`config.mk`:
```
export PLATFORM = sky130hd
export DESIGN_NAME = jt12_wr_queue_flat
export DESIGN_NICKNAME = d
export VERILOG_FILES = /design/src/rtl/jt12_wr_queue_pkg.sv /design/src/rtl/jt12_wr_queue_if.sv /design/src/rtl/jt12_wr_queue_fifo.sv /design/src/rtl/jt12_wr_queue.sv /design/src/flat_wrapper.sv
export SDC_FILE = /design/constraint.sdc
export NUM_CORES = 1
export LEC_CHECK = 0
export BUFFER_PORTS_ARGS = -buffer_cell sky130_fd_sc_hd__buf_4
export CAP_MARGIN = 20
export CORE_AREA = 3 3 197 141
export CTS_CLUSTER_SIZE = 16
export DETAILED_ROUTE_END_ITERATION = 6
export DIE_AREA = 0 0 200 144
export GPL_TIMING_DRIVEN = 0
export PLACE_DENSITY = 0.69
export SLEW_MARGIN = 30
export SYNTH_ARGS = -nofsm -noshare
export SYNTH_HDL_FRONTEND = slang
export SYNTH_SLANG_ARGS = --single-unit
```
`constraint.sdc`:
```
create_clock -name clk -period 2.64 [get_ports clk]
set_clock_uncertainty 0.05 [all_clocks]
set_input_delay 0.66 -clock clk [delete_from_list [all_inputs] [get_ports clk]]
set_output_delay 0.66 -clock clk [all_outputs]
set_load 0.01 [all_outputs]
```
`src/rtl/jt12_wr_queue_pkg.sv`:
```
`default_nettype none
// ============================================================================
// Module   : jt12_wr_pkg
// Brief    : Shared types for the jt12 register-write queue.
// Revision : 1.0
// ============================================================================
package jt12_wr_pkg;

    typedef enum logic [2:0] {
        ST_IDLE = 3'd0,
        ST_POLL = 3'd1,
        ST_ADDR = 3'd2,
        ST_GAP1 = 3'd3,
        ST_DATA = 3'd4,
        ST_GAP2 = 3'd5
    } state_t;

    typedef struct packed {
        logic       part;
        logic [7:0] regn;
        logic [7:0] val;
    } entry_t;

    localparam int ENTRY_W     = $bits(entry_t);
    localparam int ST_BUSY_BIT = 7;

endpackage
`default_nettype wire

```
`src/rtl/jt12_wr_queue_if.sv`:
```
`default_nettype none
// ============================================================================
// Module   : jt12_wr_queue_if
// Brief    : Host request handshake plus jt12 chip bus for the write queue.
// Revision : 1.0
// ============================================================================
interface jt12_wr_queue_if;

    logic       req_valid;
    logic       req_ready;
    logic       req_part;
    logic [7:0] req_reg;
    logic [7:0] req_val;

    logic [7:0] chip_dout;
    logic [1:0] chip_addr;
    logic [7:0] chip_din;
    logic       chip_cs_n;
    logic       chip_wr_n;

    // master: host/chip side (bench); slave: the queue itself
    modport master (
        output req_valid, req_part, req_reg, req_val, chip_dout,
        input  req_ready, chip_addr, chip_din, chip_cs_n, chip_wr_n
    );

    modport slave (
        input  req_valid, req_part, req_reg, req_val, chip_dout,
        output req_ready, chip_addr, chip_din, chip_cs_n, chip_wr_n
    );

endinterface
`default_nettype wire

```
`src/rtl/jt12_wr_queue_fifo.sv`:
```
`default_nettype none
// ============================================================================
// Module   : jt12_wr_fifo
// Brief    : Synchronous FIFO with occupancy count, async active-low reset.
// Revision : 1.0
// ============================================================================
module jt12_wr_fifo #(
    parameter int AW = 4,
    parameter int DW = 17
) (
    input  wire logic          clk,
    input  wire logic          rst_n,
    input  wire logic          i_push,
    input  wire logic [DW-1:0] i_din,
    input  wire logic          i_pop,
    output logic      [DW-1:0] o_dout,
    output logic               o_full,
    output logic               o_empty,
    output logic      [AW:0]   o_level
);

    localparam logic [AW:0] c_depth = {1'b1, {AW{1'b0}}};

    logic [DW-1:0] r_mem [2**AW];
    logic [AW-1:0] r_wr_ptr;
    logic [AW-1:0] r_rd_ptr;
    logic [AW:0]   r_level;
    logic          w_push;
    logic          w_pop;

    assign w_push  = i_push && !o_full;
    assign w_pop   = i_pop  && !o_empty;
    assign o_full  = (r_level == c_depth);
    assign o_empty = (r_level == '0);
    assign o_level = r_level;
    assign o_dout  = r_mem[r_rd_ptr];

    always_ff @(posedge clk) begin
        if (w_push) begin
            r_mem[r_wr_ptr] <= i_din;
        end
    end

    always_ff @(posedge clk or negedge rst_n) begin
        if (!rst_n) begin
            r_wr_ptr <= '0;
            r_rd_ptr <= '0;
            r_level  <= '0;
        end else begin
            if (w_push) r_wr_ptr <= r_wr_ptr + 1'b1;
            if (w_pop)  r_rd_ptr <= r_rd_ptr + 1'b1;
            if (w_push && !w_pop) begin
                r_level <= r_level + 1'b1;
            end else if (w_pop && !w_push) begin
                r_level <= r_level - 1'b1;
            end
        end
    end

endmodule
`default_nettype wire

```
`src/rtl/jt12_wr_queue.sv`:
```
`default_nettype none
// ============================================================================
// Module   : jt12_wr_queue
// Brief    : Buffers (part, reg, value) writes and replays them on the jt12 bus
//            as busy poll, address strobe, data strobe.
// Revision : 1.0
// ============================================================================
module jt12_wr_queue
    import jt12_wr_pkg::*;
#(
    parameter int AW      = 4,
    parameter int BUSY_TO = 255
) (
    input  wire logic        clk,
    input  wire logic        rst_n,
    input  wire logic        cen,
    jt12_wr_queue_if.slave   bus,
    input  wire logic        err_clr,
    output logic      [AW:0] level,
    output logic             idle,
    output logic             to_err
);

    localparam logic [7:0] c_busy_to = 8'(BUSY_TO);

    state_t               r_state, w_state_nx;
    entry_t               r_ent, w_ent_nx, w_head;
    logic [7:0]           r_cnt, w_cnt_nx;
    logic                 r_cs_n, w_cs_n_nx;
    logic                 r_wr_n, w_wr_n_nx;
    logic [1:0]           r_addr, w_addr_nx;
    logic [7:0]           r_din, w_din_nx;
    logic                 r_to_err;
    logic                 w_to_set;
    logic                 w_pop;
    logic                 w_full;
    logic                 w_empty;
    logic [ENTRY_W-1:0]   w_head_bits;
    logic                 w_unused_dout;

    jt12_wr_fifo #(
        .AW (AW),
        .DW (ENTRY_W)
    ) u_fifo (
        .clk     (clk),
        .rst_n   (rst_n),
        .i_push  (bus.req_valid),
        .i_din   ({bus.req_part, bus.req_reg, bus.req_val}),
        .i_pop   (w_pop),
        .o_dout  (w_head_bits),
        .o_full  (w_full),
        .o_empty (w_empty),
        .o_level (level)
    );

    assign w_head        = entry_t'(w_head_bits);
    assign w_unused_dout = ^bus.chip_dout[6:0];

    assign bus.req_ready = !w_full;
    assign bus.chip_cs_n = r_cs_n;
    assign bus.chip_wr_n = r_wr_n;
    assign bus.chip_addr = r_addr;
    assign bus.chip_din  = r_din;
    assign idle          = (level == '0) && (r_state == ST_IDLE);
    assign to_err        = r_to_err;

    // Bus outputs are computed alongside the next state so they always
    // describe the state the FSM is in and hold while cen is low.
    always_comb begin
        w_state_nx = r_state;
        w_ent_nx   = r_ent;
        w_cnt_nx   = r_cnt;
        w_cs_n_nx  = r_cs_n;
        w_wr_n_nx  = r_wr_n;
        w_addr_nx  = r_addr;
        w_din_nx   = r_din;
        w_pop      = 1'b0;
        w_to_set   = 1'b0;
        if (cen) begin
            case (r_state)
                ST_IDLE: begin
                    if (!w_empty) begin
                        w_pop      = 1'b1;
                        w_ent_nx   = w_head;
                        w_cnt_nx   = '0;
                        w_state_nx = ST_POLL;
                        w_cs_n_nx  = 1'b0;
                        w_wr_n_nx  = 1'b1;
                        w_addr_nx  = {w_head.part, 1'b0};
                    end
                end
                ST_POLL: begin
                    w_cnt_nx = r_cnt + 8'd1;
                    if (!bus.chip_dout[ST_BUSY_BIT] || (w_cnt_nx == c_busy_to)) begin
                        w_to_set   = bus.chip_dout[ST_BUSY_BIT];
                        w_state_nx = ST_ADDR;
                        w_cs_n_nx  = 1'b0;
                        w_wr_n_nx  = 1'b0;
                        w_addr_nx  = {r_ent.part, 1'b0};
                        w_din_nx   = r_ent.regn;
                    end
                end
                ST_ADDR: begin
                    w_state_nx = ST_GAP1;
                    w_cs_n_nx  = 1'b1;
                    w_wr_n_nx  = 1'b1;
                end
                ST_GAP1: begin
                    w_state_nx = ST_DATA;
                    w_cs_n_nx  = 1'b0;
                    w_wr_n_nx  = 1'b0;
                    w_addr_nx  = {r_ent.part, 1'b1};
                    w_din_nx   = r_ent.val;
                end
                ST_DATA: begin
                    w_state_nx = ST_GAP2;
                    w_cs_n_nx  = 1'b1;
                    w_wr_n_nx  = 1'b1;
                end
                default: begin
                    w_state_nx = ST_IDLE;
                    w_cs_n_nx  = 1'b1;
                    w_wr_n_nx  = 1'b1;
                end
            endcase
        end
    end

    always_ff @(posedge clk or negedge rst_n) begin
        if (!rst_n) begin
            r_state  <= ST_IDLE;
            r_ent    <= '0;
            r_cnt    <= '0;
            r_cs_n   <= 1'b1;
            r_wr_n   <= 1'b1;
            r_addr   <= '0;
            r_din    <= '0;
            r_to_err <= 1'b0;
        end else begin
            r_state <= w_state_nx;
            r_ent   <= w_ent_nx;
            r_cnt   <= w_cnt_nx;
            r_cs_n  <= w_cs_n_nx;
            r_wr_n  <= w_wr_n_nx;
            r_addr  <= w_addr_nx;
            r_din   <= w_din_nx;
            if (err_clr) begin
                r_to_err <= 1'b0;
            end else if (w_to_set) begin
                r_to_err <= 1'b1;
            end
        end
    end

endmodule
`default_nettype wire

```
`src/flat_wrapper.sv`:
```
// flat-port wrapper written by rule: the top's interface ports become plain ports
module jt12_wr_queue_flat import jt12_wr_pkg::*;
#(
    parameter int AW      = 4,
    parameter int BUSY_TO = 255
)
  (clk, rst_n, cen, err_clr, level, idle, to_err, bus_req_valid, bus_req_part, bus_req_reg, bus_req_val, bus_chip_dout, bus_req_ready, bus_chip_addr, bus_chip_din, bus_chip_cs_n, bus_chip_wr_n);
  jt12_wr_queue_if bus_i ();
  input  wire logic clk;
  input  wire logic rst_n;
  input  wire logic cen;
  input  wire logic err_clr;
  output logic      [AW:0] level;
  output logic idle;
  output logic to_err;
  input wire logic [$bits(bus_i.req_valid)-1:0] bus_req_valid;
  input wire logic [$bits(bus_i.req_part)-1:0] bus_req_part;
  input wire logic [$bits(bus_i.req_reg)-1:0] bus_req_reg;
  input wire logic [$bits(bus_i.req_val)-1:0] bus_req_val;
  input wire logic [$bits(bus_i.chip_dout)-1:0] bus_chip_dout;
  output wire logic [$bits(bus_i.req_ready)-1:0] bus_req_ready;
  output wire logic [$bits(bus_i.chip_addr)-1:0] bus_chip_addr;
  output wire logic [$bits(bus_i.chip_din)-1:0] bus_chip_din;
  output wire logic [$bits(bus_i.chip_cs_n)-1:0] bus_chip_cs_n;
  output wire logic [$bits(bus_i.chip_wr_n)-1:0] bus_chip_wr_n;
  assign bus_i.req_valid = bus_req_valid;
  assign bus_i.req_part = bus_req_part;
  assign bus_i.req_reg = bus_req_reg;
  assign bus_i.req_val = bus_req_val;
  assign bus_i.chip_dout = bus_chip_dout;
  assign bus_req_ready = bus_i.req_ready;
  assign bus_chip_addr = bus_i.chip_addr;
  assign bus_chip_din = bus_i.chip_din;
  assign bus_chip_cs_n = bus_i.chip_cs_n;
  assign bus_chip_wr_n = bus_i.chip_wr_n;
  jt12_wr_queue #(.AW(AW), .BUSY_TO(BUSY_TO)) u_core (.clk(clk), .rst_n(rst_n), .cen(cen), .bus(bus_i), .err_clr(err_clr), .level(level), .idle(idle), .to_err(to_err));
endmodule
```
==> reports/qor.yml <==
setup_path:
  reg2reg_from: "u_core.u_fifo.o_level[0]"
  critPathCaptureType: "output pin"
  start_kind: "register"
  crit_start: "u_core.u_fifo.o_level[0]"
  critical_path.endpoint: "idle"
  worstSetupPathType: "reg2out"
  cp.arrival_ps: 1960
  reg2reg_depth: 14
  r2r-end: "u_core.u_fifo.o_level[4]"
  required_ps: 1930
  critical_path_peak_fanout: 3
  r2r_slack_ps: 0
floorplanning:
  io_pins: 50
  initial_core_util_pct: 50.2
  rows: 49
  die_area_sq_um: 28800
  fp.dieH_um: 144
  die_w_um: 200
  core_sq_um: 25800
timing:
  fin_crit_ps: 2670
  setup_tns_ps: -36.6
  max_freq_mhz: 374
  final.period_utilization_pct: 101
  finalWorstSetupSlack_ps: -33.3
  finalMaxSlewViolations: 0
  worstMarginPinSlew_ps: 877
  worst_slew_margin_rel_pct: 41.5
  rsz0062_at_grt: "yes"
  hold_violations: 0
  finalSetupViolCount: 2
route:
  wl_per_cell_um: 24.9
  num_vias: 6884
  drc: 0
  wl_met1_um: 12100
  antenna_left: 0
  viasPerCell: 5.89
  route.met3.wl_um: 2100
  wl_um: 29100
  route.met2.wl_um: 14300
  first_pass_iters: 5
  top_layer_used: "met4"
  drt_iter0_drc: 836
global_routing:
  grt_remaining_overflow: 0
  antenna_found_initial: 0
  grt_pass1_wl_um: 43700
  grt_pass1_vias: 7033
  globalRouteTotalUtil_pct: 20.6
  grt_max_degree: 55
logic_synthesis:
  yosys_warnings: 0
  syn_avg_cell_area_sq_um: 18.8
  syn_inst: 688
  ys_async_sr_fraction_pct: 16.6
  synth_edf_count: 272
  yosysUniqueCellTypes: 43
  ys_seq_area_share_pct: 73.5
  synth_top_cell_area_share_pct: 63.1
  ys_seq_elements: 326
  yosysTopAreaCell: "edfxtp_1"
  synth_area_leaders: "edfxtp_1 63%, mux4_2 14%, dfrtp_1 10%"
  synth_area_sq_um: 13000
  syn_nets: 731
  synthFlopType: "edfxtp_1"
final_layout:
  layout-drive-gt1-share_pct: 34.2
  layout-area-overhead-vs-synth_pct: 19.8
  final_core_util_pct: 60.1
  layout.nets: 830
  final_cell_area_sq_um: 15500
  diodes: 0
  nFillCells: 1764
worst_hold_path:
  hp-class: "in2async"
clocking:
  htreeDepth: 1
  clock_sinks: 326
  cts-root-buf: "clkbuf_16"
  tritoncts: "built"
  clockBufferDepth: 3
  worstSkewPairLatency_ps: 560
  cts_made_buffers: 30
  hold_buffers: 0
  clk_pin_slew_ps: 60
pwr:
  p_per_area_nw_per_um2: 1110
  leakage_nw: 5.38
  ir_drop_v: 0.000707
  total_power_w: 0.0172
placement:
  port_buffers: 42
  hpwl_um: 19100
  routabilityCongestion: 0.848
  dp_slack_ps: -364
  dpl-instance-area_sq_um: 14200
outcome:
  status: "finished with violations"
  violations: "setup timing"
job:
  drv_cap: 0
==> what timing repair did <==
item / 4_1_cts / 5_1_grt
pin swaps: 4 / 7
gates resized for setup: 17 / 18
endpoints found under the setup margin: 37 / 27
setup buffers: 8 / 5
==> layer usage <==
layer	GRT usage, %	vias to the layer above
li1	-	2917
met1	30.5	3604
met2	33.5	314
met3	2.84	49
met4	4.55	0
met5	0	-
==> cells by family (layout without fill, tap and decap cells) <==
family | after synthesis | after routing | synth area share, %
simple gates | 136 | 136 | 4.52
flops | 326 | 326 | 73.5
fa+ha+maj | 13 | 13 | 1.31
mux | 103 | 103 | 16.0
compound gates | 48 | 48 | 2.35
buf+inv | 48 | 171 | 1.41
xor+xnor | 14 | 14 | 0.947
==> synth_stat cells, types with 3 or more instances <==
library cell / instances
clkbuf_1: 15
edfxtp_1: 272
mux2i_1: 4
nor2_1: 27
inv_1: 17
nand2_1: 80
ha_1: 12
mux4_2: 81
xnor2_1: 11
o21ai_0: 22
nor4_1: 3
mux2_2: 18
dfrtp_1: 52
nand3_1: 3
nand4_1: 3
xor2_1: 3
a21oi_1: 8
nand2b_1: 6
o31ai_1: 3
a31oi_1: 4
nor3_1: 4
buf_1: 14
==> how the worst min path moves through the flow <==
stage                         start                       to  slack (ps)  cells past startpoint
CTS                           rst_n          u_core.r_cnt[1]         100                      1
global placement    u_core.r_ent[1]          u_core.r_ent[1]         410                      2
floorplan                     rst_n  u_core.bus.chip_addr[0]         310                      0
finish                        rst_n          u_core.r_cnt[7]          90                      1
detailed placement  u_core.r_ent[4]          u_core.r_ent[4]         410                      2
global route                  rst_n          u_core.r_cnt[3]         140                      1
==> through the flow <==
step                      cells  hold slack (ps)
final                      1168             89.3
after CTS                  1167              103
after global routing       1168              140
after detailed placement   1103              413
after floorplan             688              314
after global placement     1087              409
==> layout make-up <==
type / instances / area [sq um] / share of cell area [%]
Sequential cell: 326 / 9530 / 61.4
Multi-Input combinational cell: 314 / 3450 / 22.2
Clock buffer: 33 / 783 / 5.05
Timing Repair Buffer: 71 / 754 / 4.86
Tap cell: 357 / 447 / 2.88
Clock inverter: 23 / 355 / 2.29
Buffer: 27 / 143 / 0.919
Inverter: 17 / 63.8 / 0.411
==> worst max-delay path, stage by stage, from the launching register on <==
cell,delay [ps]
dfrtp_2,420
nor4_4,300
nand2b_1,180
buf_6,170
nor4_4,150
buf_4,170
==> placed cells by master, fill, tap and decap left out, drive strengths merged, types with 9 or more instances in the layout <==
cell	count
inv	18
ha	12
clkinv	10
buf	83
dfrtp	52
xnor2	11
mux4	81
edfxtp	272
o21ai	22
bufinv	9
nor2	27
nand2	80
mux2	18
clkbuf	48
==> power by group <==
group          leakage (nW)  switching (W)  internal (W)
registers              3.13       0.000427       0.00638
clock network         0.549        0.00188       0.00303
logic                  1.70        0.00299       0.00252
total                  5.38        0.00530        0.0119
==> flip-flops by register name, summed over array words and instances, names as in the netlist <==
signal / cells
u_core.bus.chip_cs_n: 1
u_core.to_err: 1
u_core.bus.chip_addr: 2
u_core.bus.chip_din: 8
u_core.u_fifo.r_rd_ptr: 4
u_core.u_fifo.r_wr_ptr: 4
u_core.r_state: 3
u_core.u_fifo.r_mem: 272
u_core.r_ent: 17
u_core.r_cnt: 8
u_core.u_fifo.o_level: 5
u_core.bus.chip_wr_n: 1
Note: power is estimated with default switching activity, not from simulation.
